### config.mk
export PLATFORM = sky130hd
export DESIGN_NAME = accel_output_writer
export DESIGN_NICKNAME = d
export VERILOG_FILES = /design/src/rtl/accel_output_writer.sv
export SDC_FILE = /design/constraint.sdc
export NUM_CORES = 1
export LEC_CHECK = 0
export CAP_MARGIN = 20
export CORE_ASPECT_RATIO = 0.5
export CORE_MARGIN = 4
export CORE_UTILIZATION = 54
export CTS_BUF_LIST = sky130_fd_sc_hd__clkbuf_4 sky130_fd_sc_hd__clkbuf_8
export CTS_CLUSTER_DIAMETER = 120
export DETAILED_ROUTE_END_ITERATION = 10
export PLACE_DENSITY = 0.72
export SYNTH_ARGS = -nofsm -noshare
export SYNTH_HDL_FRONTEND = slang
export SYNTH_SLANG_ARGS = --single-unit
### constraint.sdc
create_clock -name CLK -period 9.4 [get_ports CLK]
set_input_delay 2.35 -clock CLK [delete_from_list [all_inputs] [get_ports CLK]]
set_output_delay 2.35 -clock CLK [all_outputs]
set_load 0.05 [all_outputs]
### src/rtl/accel_output_writer.sv
// Output write-back buffer: captures psum words from the control unit and
// drains them to memory as single-beat AXI4-Lite writes on a flush command.
module accel_output_writer #(
    parameter int unsigned DATA_WIDTH = 32,
    parameter int unsigned ADDR_WIDTH = 32,
    parameter int unsigned DEPTH      = 25
) (
    input  logic                      CLK,
    input  logic                      RESETN,
    input  logic                      out_storage_wr_en,
    input  logic [DATA_WIDTH-1:0]     psum_in,
    input  logic [ADDR_WIDTH-1:0]     output_base_addr,
    input  logic                      flush,
    output logic                      busy,
    output logic                      done,
    output logic [$clog2(DEPTH+1)-1:0] word_count,
    output logic                      drop_err,
    output logic                      slv_err,
    output logic [ADDR_WIDTH-1:0]     m_awaddr,
    output logic                      m_awvalid,
    input  logic                      m_awready,
    output logic [DATA_WIDTH-1:0]     m_wdata,
    output logic [DATA_WIDTH/8-1:0]   m_wstrb,
    output logic                      m_wvalid,
    input  logic                      m_wready,
    input  logic [1:0]                m_bresp,
    input  logic                      m_bvalid,
    output logic                      m_bready
);

    localparam int unsigned CW = $clog2(DEPTH + 1);

    typedef enum logic [1:0] {
        IDLE = 2'd0,
        SEND = 2'd1,
        RESP = 2'd2,
        FIN  = 2'd3
    } state_t;

    state_t                state_q, state_d;
    logic [CW-1:0]         wr_ptr_q, wr_ptr_d;
    logic [CW-1:0]         rd_ptr_q, rd_ptr_d;
    logic [ADDR_WIDTH-1:0] base_q, base_d;
    logic                  busy_q, busy_d;
    logic                  done_q, done_d;
    logic                  drop_q, drop_d;
    logic                  slv_q, slv_d;
    logic                  awvalid_q, awvalid_d;
    logic                  wvalid_q, wvalid_d;
    logic                  bready_q, bready_d;
    logic [ADDR_WIDTH-1:0] awaddr_q, awaddr_d;
    logic [DATA_WIDTH-1:0] wdata_q, wdata_d;
    logic                  capture_c;

    logic [DATA_WIDTH-1:0] mem [DEPTH];

    // Next-state, capture and AXI channel control.
    always_comb begin
        state_d   = state_q;
        wr_ptr_d  = wr_ptr_q;
        rd_ptr_d  = rd_ptr_q;
        base_d    = base_q;
        busy_d    = busy_q;
        done_d    = 1'b0;
        drop_d    = drop_q;
        slv_d     = slv_q;
        awvalid_d = awvalid_q;
        wvalid_d  = wvalid_q;
        bready_d  = bready_q;
        awaddr_d  = awaddr_q;
        wdata_d   = wdata_q;
        capture_c = 1'b0;

        // Captures are only accepted while idle.
        if (out_storage_wr_en && (state_q != IDLE)) begin
            drop_d = 1'b1;
        end

        case (state_q)
            IDLE: begin
                if (out_storage_wr_en) begin
                    if (wr_ptr_q < CW'(DEPTH)) begin
                        capture_c = 1'b1;
                        wr_ptr_d  = wr_ptr_q + CW'(1);
                    end else begin
                        drop_d = 1'b1;
                    end
                end
                // Same-cycle capture counts toward the drain, hence wr_ptr_d.
                if (flush) begin
                    if (wr_ptr_d == '0) begin
                        state_d = FIN;
                        done_d  = 1'b1;
                    end else begin
                        state_d   = SEND;
                        base_d    = output_base_addr;
                        rd_ptr_d  = '0;
                        busy_d    = 1'b1;
                        awvalid_d = 1'b1;
                        wvalid_d  = 1'b1;
                        awaddr_d  = output_base_addr;
                        wdata_d   = (capture_c && (wr_ptr_q == '0)) ? psum_in : mem[0];
                    end
                end
            end
            SEND: begin
                if (awvalid_q && m_awready) begin
                    awvalid_d = 1'b0;
                end
                if (wvalid_q && m_wready) begin
                    wvalid_d = 1'b0;
                end
                if ((!awvalid_q || m_awready) && (!wvalid_q || m_wready)) begin
                    state_d  = RESP;
                    bready_d = 1'b1;
                end
            end
            RESP: begin
                if (m_bvalid) begin
                    bready_d = 1'b0;
                    if (m_bresp != 2'b00) begin
                        slv_d = 1'b1;
                    end
                    rd_ptr_d = rd_ptr_q + CW'(1);
                    if (rd_ptr_d == wr_ptr_q) begin
                        state_d = FIN;
                        done_d  = 1'b1;
                    end else begin
                        state_d   = SEND;
                        awvalid_d = 1'b1;
                        wvalid_d  = 1'b1;
                        awaddr_d  = base_q + (ADDR_WIDTH'(rd_ptr_d) << 2);
                        wdata_d   = mem[rd_ptr_d];
                    end
                end
            end
            FIN: begin
                busy_d   = 1'b0;
                wr_ptr_d = '0;
                state_d  = IDLE;
            end
            default: begin
                state_d = IDLE;
            end
        endcase
    end

    // State and output registers with synchronous active-low reset.
    always_ff @(posedge CLK) begin
        if (!RESETN) begin
            state_q   <= IDLE;
            wr_ptr_q  <= '0;
            rd_ptr_q  <= '0;
            base_q    <= '0;
            busy_q    <= 1'b0;
            done_q    <= 1'b0;
            drop_q    <= 1'b0;
            slv_q     <= 1'b0;
            awvalid_q <= 1'b0;
            wvalid_q  <= 1'b0;
            bready_q  <= 1'b0;
            awaddr_q  <= '0;
            wdata_q   <= '0;
        end else begin
            state_q   <= state_d;
            wr_ptr_q  <= wr_ptr_d;
            rd_ptr_q  <= rd_ptr_d;
            base_q    <= base_d;
            busy_q    <= busy_d;
            done_q    <= done_d;
            drop_q    <= drop_d;
            slv_q     <= slv_d;
            awvalid_q <= awvalid_d;
            wvalid_q  <= wvalid_d;
            bready_q  <= bready_d;
            awaddr_q  <= awaddr_d;
            wdata_q   <= wdata_d;
        end
    end

    // Word buffer; contents need no reset.
    always_ff @(posedge CLK) begin
        if (RESETN && capture_c) begin
            mem[wr_ptr_q] <= psum_in;
        end
    end

    assign busy       = busy_q;
    assign done       = done_q;
    assign word_count = wr_ptr_q;
    assign drop_err   = drop_q;
    assign slv_err    = slv_q;
    assign m_awaddr   = awaddr_q;
    assign m_awvalid  = awvalid_q;
    assign m_wdata    = wdata_q;
    assign m_wstrb    = '1;
    assign m_wvalid   = wvalid_q;
    assign m_bready   = bready_q;

endmodule

==> results of run 1 <==
worst paths after layout:
| kind | from | to | slack (ns) |
|---|---|---|---|
| worst max-delay path | out_storage_wr_en | m_awaddr[8] | 4.48 |
| worst min-delay path | base_q[1] | base_q[1] | 0.45 |
| worst max register to register | rd_ptr_q[0] | m_wdata[17] | 4.82 |
| worst min register to register | base_q[1] | base_q[1] | 0.45 |
logic make-up after synthesis:
| logic type | share of synthesized area, % |
|---|---|
| flops | 71.1 |
| simple gates | 5.88 |
| compound gates | 6.62 |
| mux | 12.9 |
| buf+inv | 2.21 |
| xor+xnor | 0.706 |
| fa+ha+maj | 0.561 |
| other cells | 0.0101 |
synth_stat cells, types with 9 or more instances:
| library cell | n | area, um2 |
|---|---|---|
| nor3_1 | 14 | 70.1 |
| nand4_1 | 16 | 100 |
| a211oi_2 | 40 | 500 |
| o21ai_0 | 57 | 285 |
| edfxtp_1 | 800 | 24000 |
| nand3_1 | 47 | 235 |
| mux2i_1 | 45 | 450 |
| xnor2_1 | 18 | 158 |
| nand2_1 | 230 | 863 |
| xor2_1 | 10 | 87.6 |
| buf_1 | 9 | 33.8 |
| and4_1 | 9 | 78.8 |
| ha_1 | 15 | 188 |
| a21oi_1 | 170 | 851 |
| mux4_2 | 192 | 4320 |
| dfxtp_1 | 115 | 2300 |
| nor2_1 | 84 | 315 |
| buf_4 | 11 | 82.6 |
| nor4_1 | 37 | 231 |
| buf_2 | 57 | 285 |
| inv_1 | 21 | 78.8 |
| clkbuf_1 | 66 | 248 |
| a22oi_1 | 33 | 248 |
flip-flops by register name (all words and copies together), names as in the netlist:
signal      flops
m_awaddr       32
m_wdata        32
slv_err         1
m_awvalid       1
rd_ptr_q        5
word_count      5
m_bready        1
busy            1
base_q         32
state_q         2
done            1
drop_err        1
m_wvalid        1
mem           800
critical path, delay by kind of cell:
family | cells | cell delay (ns)
AOI/OAI and AO/OA | 4 | 1.29
buffers and inverters | 2 | 1.23
and+or+nand+nor | 1 | 0.61
cell type report:
type | count | area share [%]
inverters | 23 | 0.209
clock buffers | 181 | 5.25
clock inverters | 49 | 0.805
multi-input cells | 1129 | 23.9
repair buffers | 218 | 5.10
flip-flops and latches | 915 | 62.0
diodes | 1 | 0.00590
well taps | 897 | 2.64
power by group:
group	total [mW]	internal (mW)	switching [mW]
sequential	4.79	4.61	0.178
combinational	2.21	0.786	1.42
clock	3.13	1.63	1.50
layer usage:
layer	vias to the layer above	global-route usage [%]	routed length [um]	share of wire (%)
met3	151	5.71	8620	9.6
met5	-	0	0	0
met2	1061	40.5	43600	49
met1	10900	34.4	35300	39
li1	9179	-	-	-
met4	0	7.12	2210	2.5
through the flow:
step	util [%]	cell area [um2]	setup WS (ns)	std cells	total power [mW]
2_1_floorplan	-	37000	3.64	2218	6.36
3_3_place_gp	58.8	39600	3.80	3171	7.04
3_5_place_dp	58.9	39700	3.76	3175	7.07
4_1_cts	62.7	42300	4.56	3405	10.2
5_1_grt	63.0	42400	4.37	3413	10.6
6_report	63.0	42400	4.48	3413	10.1
==> results.sh, run 1 <==
export IMPL_status="finished, final reports clean"
export IMPL_drv_slew=0
export IMPL_cts_buffers=130
export IMPL_synth_edf_count=800
export IMPL_first_pass_iters=7
export IMPL_syn_to_final_growth_pct=14.6
export IMPL_cts_resized=0
export IMPL_place_congestion=0.844
export IMPL_nFillCells=4697
export IMPL_ir_drop_uv=133
export IMPL_r2r_worst_path_cells=8
export IMPL_worstPathArrival_ns=5.51
export IMPL_die_area_um2=73100
export IMPL_fin_crit_ns=4.92
export IMPL_cts_max_level=4
export IMPL_slew_headroom_pct=27.3
export IMPL_post_cts_setup_buffers=0
export IMPL_place_hpwl_um=52700
export IMPL_worst_hold_slack_ns=0.455
export IMPL_clock_path_buffers=3
export IMPL_grt_overflow_total=0
export IMPL_wl_per_cell_um=26.3
export IMPL_post_route_cells_drive_above_1_share_pct=22.6
export IMPL_rows=67
export IMPL_vias=21200
export IMPL_nets=2506
export IMPL_power_density_nw_per_um2=239
export IMPL_synthArstFlopShare_pct=0
export IMPL_remaining_drc_errors=0
export IMPL_synth_distinct_cells=71
export IMPL_final_common_cell="edfxtp_1"
export IMPL_via_per_inst=6.23
export IMPL_crit_type="input pin to flop"
export IMPL_hold_buffers=0
export IMPL_coreArea_um2=67400
export IMPL_synth_seq_cells=915
export IMPL_start_kind="input pin"
export IMPL_track_usage_pct=24.9
export IMPL_die_height_um=193
export IMPL_multi_input_area_um2=10200
export IMPL_clk_latency_ns=0.75
export IMPL_worstHoldPathCells=2
export IMPL_routed_wl_um=89700
export IMPL_ant_nets=0
export IMPL_required_ns=9.99
export IMPL_hp_class="flop to flop"
export IMPL_antenna_found_initial=1
export IMPL_crit_path_max_fanout=29
export IMPL_grt_setup_unrepaired="false"
export IMPL_grt_pass1_vias=21200
export IMPL_fmax_mhz=203
export IMPL_io_pin_count=153
export IMPL_tightest_slew_ns=1.09
export IMPL_synthesis_area_um2=37000
export IMPL_endpoint_kind="flop"
export IMPL_drv_cap=0
export IMPL_totalNegativeSetupSlack_ns=0
export IMPL_max_stage_delay_ns=0.66
export IMPL_synthFlopType="edfxtp_1"
export IMPL_finalSetupViolCount=0
export IMPL_synth_area_per_cell_um2=16.7
export IMPL_grt_max_degree=109
export IMPL_cts_sinks=915
export IMPL_cts_root_buf="clkbuf_8"
export IMPL_io_buffers=148
export IMPL_cpMaxStageDelayCell="clkdlybuf4s50_1"
export IMPL_finalCritPeriodShare_pct=52.3
export IMPL_mostFrequentLayoutCells="800 x edfxtp_1, 229 x nand2_1, 192 x mux4_2"
export IMPL_ys_warn_count=0
export IMPL_yosysSeqAreaShare_pct=71.1
export IMPL_crit_chain="clkdlybuf4s50_1 > a21oi_1 > o22a_2 > o31a_2 > nor2_4 > buf_4 > o22ai_1"
export IMPL_cts_tree="done"
export IMPL_drt_iter0_drc=2358
export IMPL_regArea_um2=26300
export IMPL_start_util_pct=54.9
export IMPL_syn_inst=2215
export IMPL_leakage_nw=13.2
export IMPL_fp_dieW_um=378
export IMPL_fin_skew_ns=0.0401
export IMPL_grt_pass1_wl_um=135000
export IMPL_clk_pin_slew_worst_paths_ns=0.06
export IMPL_hold_violations=0
No activity file was read; power rests on OpenSTA's default activity.
==> run 2, diff against run 1 <==
PLACE_DENSITY = 0.75   (was 0.72)
clock period = 4.2 ns   (was 9.4 ns; I/O delays follow)
==> results.sh, run 2 (synthesized netlist as in run 1, its figures left out) <==
export IMPL_clk_pin_slew_worst_paths_ns=0.07
export IMPL_fmax_mhz=299
export IMPL_drv_cap=0
export IMPL_rows=67
export IMPL_worstPathArrival_ns=3.94
export IMPL_r2r_start="rd_ptr_q[0]"
export IMPL_drt_iter0_drc=2886
export IMPL_multi_input_area_um2=10200
export IMPL_nets=2528
export IMPL_post_cts_setup_buffers=0
export IMPL_power_density_nw_per_um2=527
export IMPL_grt_pass1_wl_um=132000
export IMPL_regMostFlops="mem"
export IMPL_first_pass_iters=7
export IMPL_regArea_um2=26300
export IMPL_cts_sinks=915
export IMPL_place_congestion=0.812
export IMPL_reg2reg_slack_ns=0.85
export IMPL_grt_pass1_vias=21200
export IMPL_nFillCells=4590
export IMPL_start_kind="flop"
export IMPL_wl_per_cell_um=25.4
export IMPL_tightest_slew_ns=0.847
export IMPL_clock_path_buffers=3
export IMPL_io_buffers=148
export IMPL_routed_wl_um=87500
export IMPL_hold_violations=0
export IMPL_crit_type="flop to flop"
export IMPL_ant_nets=0
export IMPL_top_layer_used="met4"
export IMPL_cts_buffers=121
export IMPL_grt_overflow_total=0
export IMPL_layout_setup_ws_ns=0.850
export IMPL_drt_met1_wl_um=35000
export IMPL_die_height_um=193
export IMPL_ir_drop_uv=357
export IMPL_worstHoldPathCells=2
export IMPL_hold_path_endpoint="drop_err"
export IMPL_dp_slack_ns=0.588
export IMPL_leakage_nw=13.4
export IMPL_cts_resized=0
export IMPL_antenna_found_initial=2
export IMPL_dr_wl_met3_um=9580
export IMPL_status="finished, final reports clean"
export IMPL_track_usage_pct=24.3
export IMPL_required_ns=4.79
export IMPL_syn_to_final_growth_pct=15.8
export IMPL_hp_class="flop to flop"
export IMPL_grt_max_degree=107
export IMPL_vias=21400
export IMPL_cts_max_level=3
export IMPL_final_common_cell="edfxtp_1"
export IMPL_via_per_inst=6.23
export IMPL_post_route_cells_drive_above_1_share_pct=23.4
export IMPL_postLayoutCellArea_um2=42900
export IMPL_cts_root_buf="clkbuf_8"
export IMPL_finalCritPeriodShare_pct=79.8
export IMPL_remaining_drc_errors=0
export IMPL_io_pin_count=153
export IMPL_die_area_um2=73100
export IMPL_finalSetupViolCount=0
export IMPL_fin_crit_ns=3.35
export IMPL_grt_setup_unrepaired="false"
export IMPL_dr_wl_met2_um=40800
export IMPL_totalNegativeSetupSlack_ns=0
export IMPL_rr_endpoint="m_wdata[21]"
export IMPL_coreArea_um2=67400
export IMPL_drv_slew=0
export IMPL_cts_tree="done"
export IMPL_min_delay_start="drop_err"
export IMPL_crit_path_max_fanout=106
export IMPL_r2r_worst_path_cells=7
export IMPL_fp_dieW_um=378
export IMPL_start_util_pct=54.9
export IMPL_endpoint_kind="flop"
export IMPL_clk_latency_ns=0.77
export IMPL_slew_headroom_pct=42.3
export IMPL_place_hpwl_um=48200
export IMPL_mostFrequentLayoutCells="800 x edfxtp_1, 230 x nand2_1, 192 x mux4_2"
export IMPL_hold_buffers=0
export IMPL_place_area_um2=40300
export IMPL_largest_reg_flops=800
export IMPL_fin_skew_ns=0.0601
==> run 2: cell count changes in the layout (fill, tap and decap cells not counted), moves of 2 or more <==
cell        previous run  this run
buf_12                11        32
buf_4                 58        69
clkbuf_8             139       135
clkinv_2              14        22
clkinvlp_4             5         1
inv_12                 0         2
inv_8                  2         0
==> run 2: worst max-delay path by stage <==
stage / startpoint / end / slack [ns] / cells past startpoint
5_1_grt: rd_ptr_q[0] / m_awaddr[18] / 0.53 / 10
4_1_cts: rd_ptr_q[0] / m_wdata[21] / 0.80 / 7
2_1_floorplan: out_storage_wr_en / mem[0][0] / 0.1 / 3
6_report: rd_ptr_q[0] / m_wdata[21] / 0.85 / 7
3_3_place_gp: out_storage_wr_en / mem[8][9] / 0.59 / 6
3_5_place_dp: out_storage_wr_en / mem[8][9] / 0.59 / 6
==> run 2: report_power, final <==
part / total, mW / internal [mW] / switching, mW
clock: 6.87 / 3.53 / 3.33
sequential: 10.6 / 10.3 / 0.323
combinational: 5.08 / 1.86 / 3.22
total: 22.6 / 15.7 / 6.88
==> run 2: critical path, stage by stage (launching register included) <==
cell and delay [ns]:
dfxtp_4 0.47, buf_12 0.64, buf_4 0.53, mux4_2 0.56
a22oi_1 0.17, nor2_1 0.08, nor4_1 0.54, a211oi_2 0.15
==> run 2: final cells by class <==
| type | count | area share [%] |
|---|---|---|
| Antenna cell | 2 | 0.0117 |
| Clock buffer | 176 | 5.05 |
| Clock inverter | 52 | 0.861 |
| Inverter | 23 | 0.207 |
| Multi-Input combinational cell | 1129 | 23.7 |
| Sequential cell | 915 | 61.4 |
| Tap cell | 897 | 2.62 |
| Timing Repair Buffer | 249 | 6.16 |
==> run 2: through the flow <==
step | hold slack, ns | utilization [%] | total power, mW | instances
after floorplan | 0.436 | - | 14.2 | 2218
after global placement | 0.444 | 59.9 | 15.8 | 3213
after detailed placement | 0.454 | 59.9 | 15.9 | 3213
after CTS | 0.464 | 63.6 | 22.7 | 3441
after global routing | 0.481 | 63.6 | 23.5 | 3443
final | 0.467 | 63.6 | 22.6 | 3443
==> run 2: layer usage <==
metal | GRT usage (%) | vias to the layer above
met1 | 35.2 | 10800
met4 | 7.60 | 0
met2 | 38.0 | 1253
met3 | 4.82 | 163
li1 | - | 9250
met5 | 0 | -
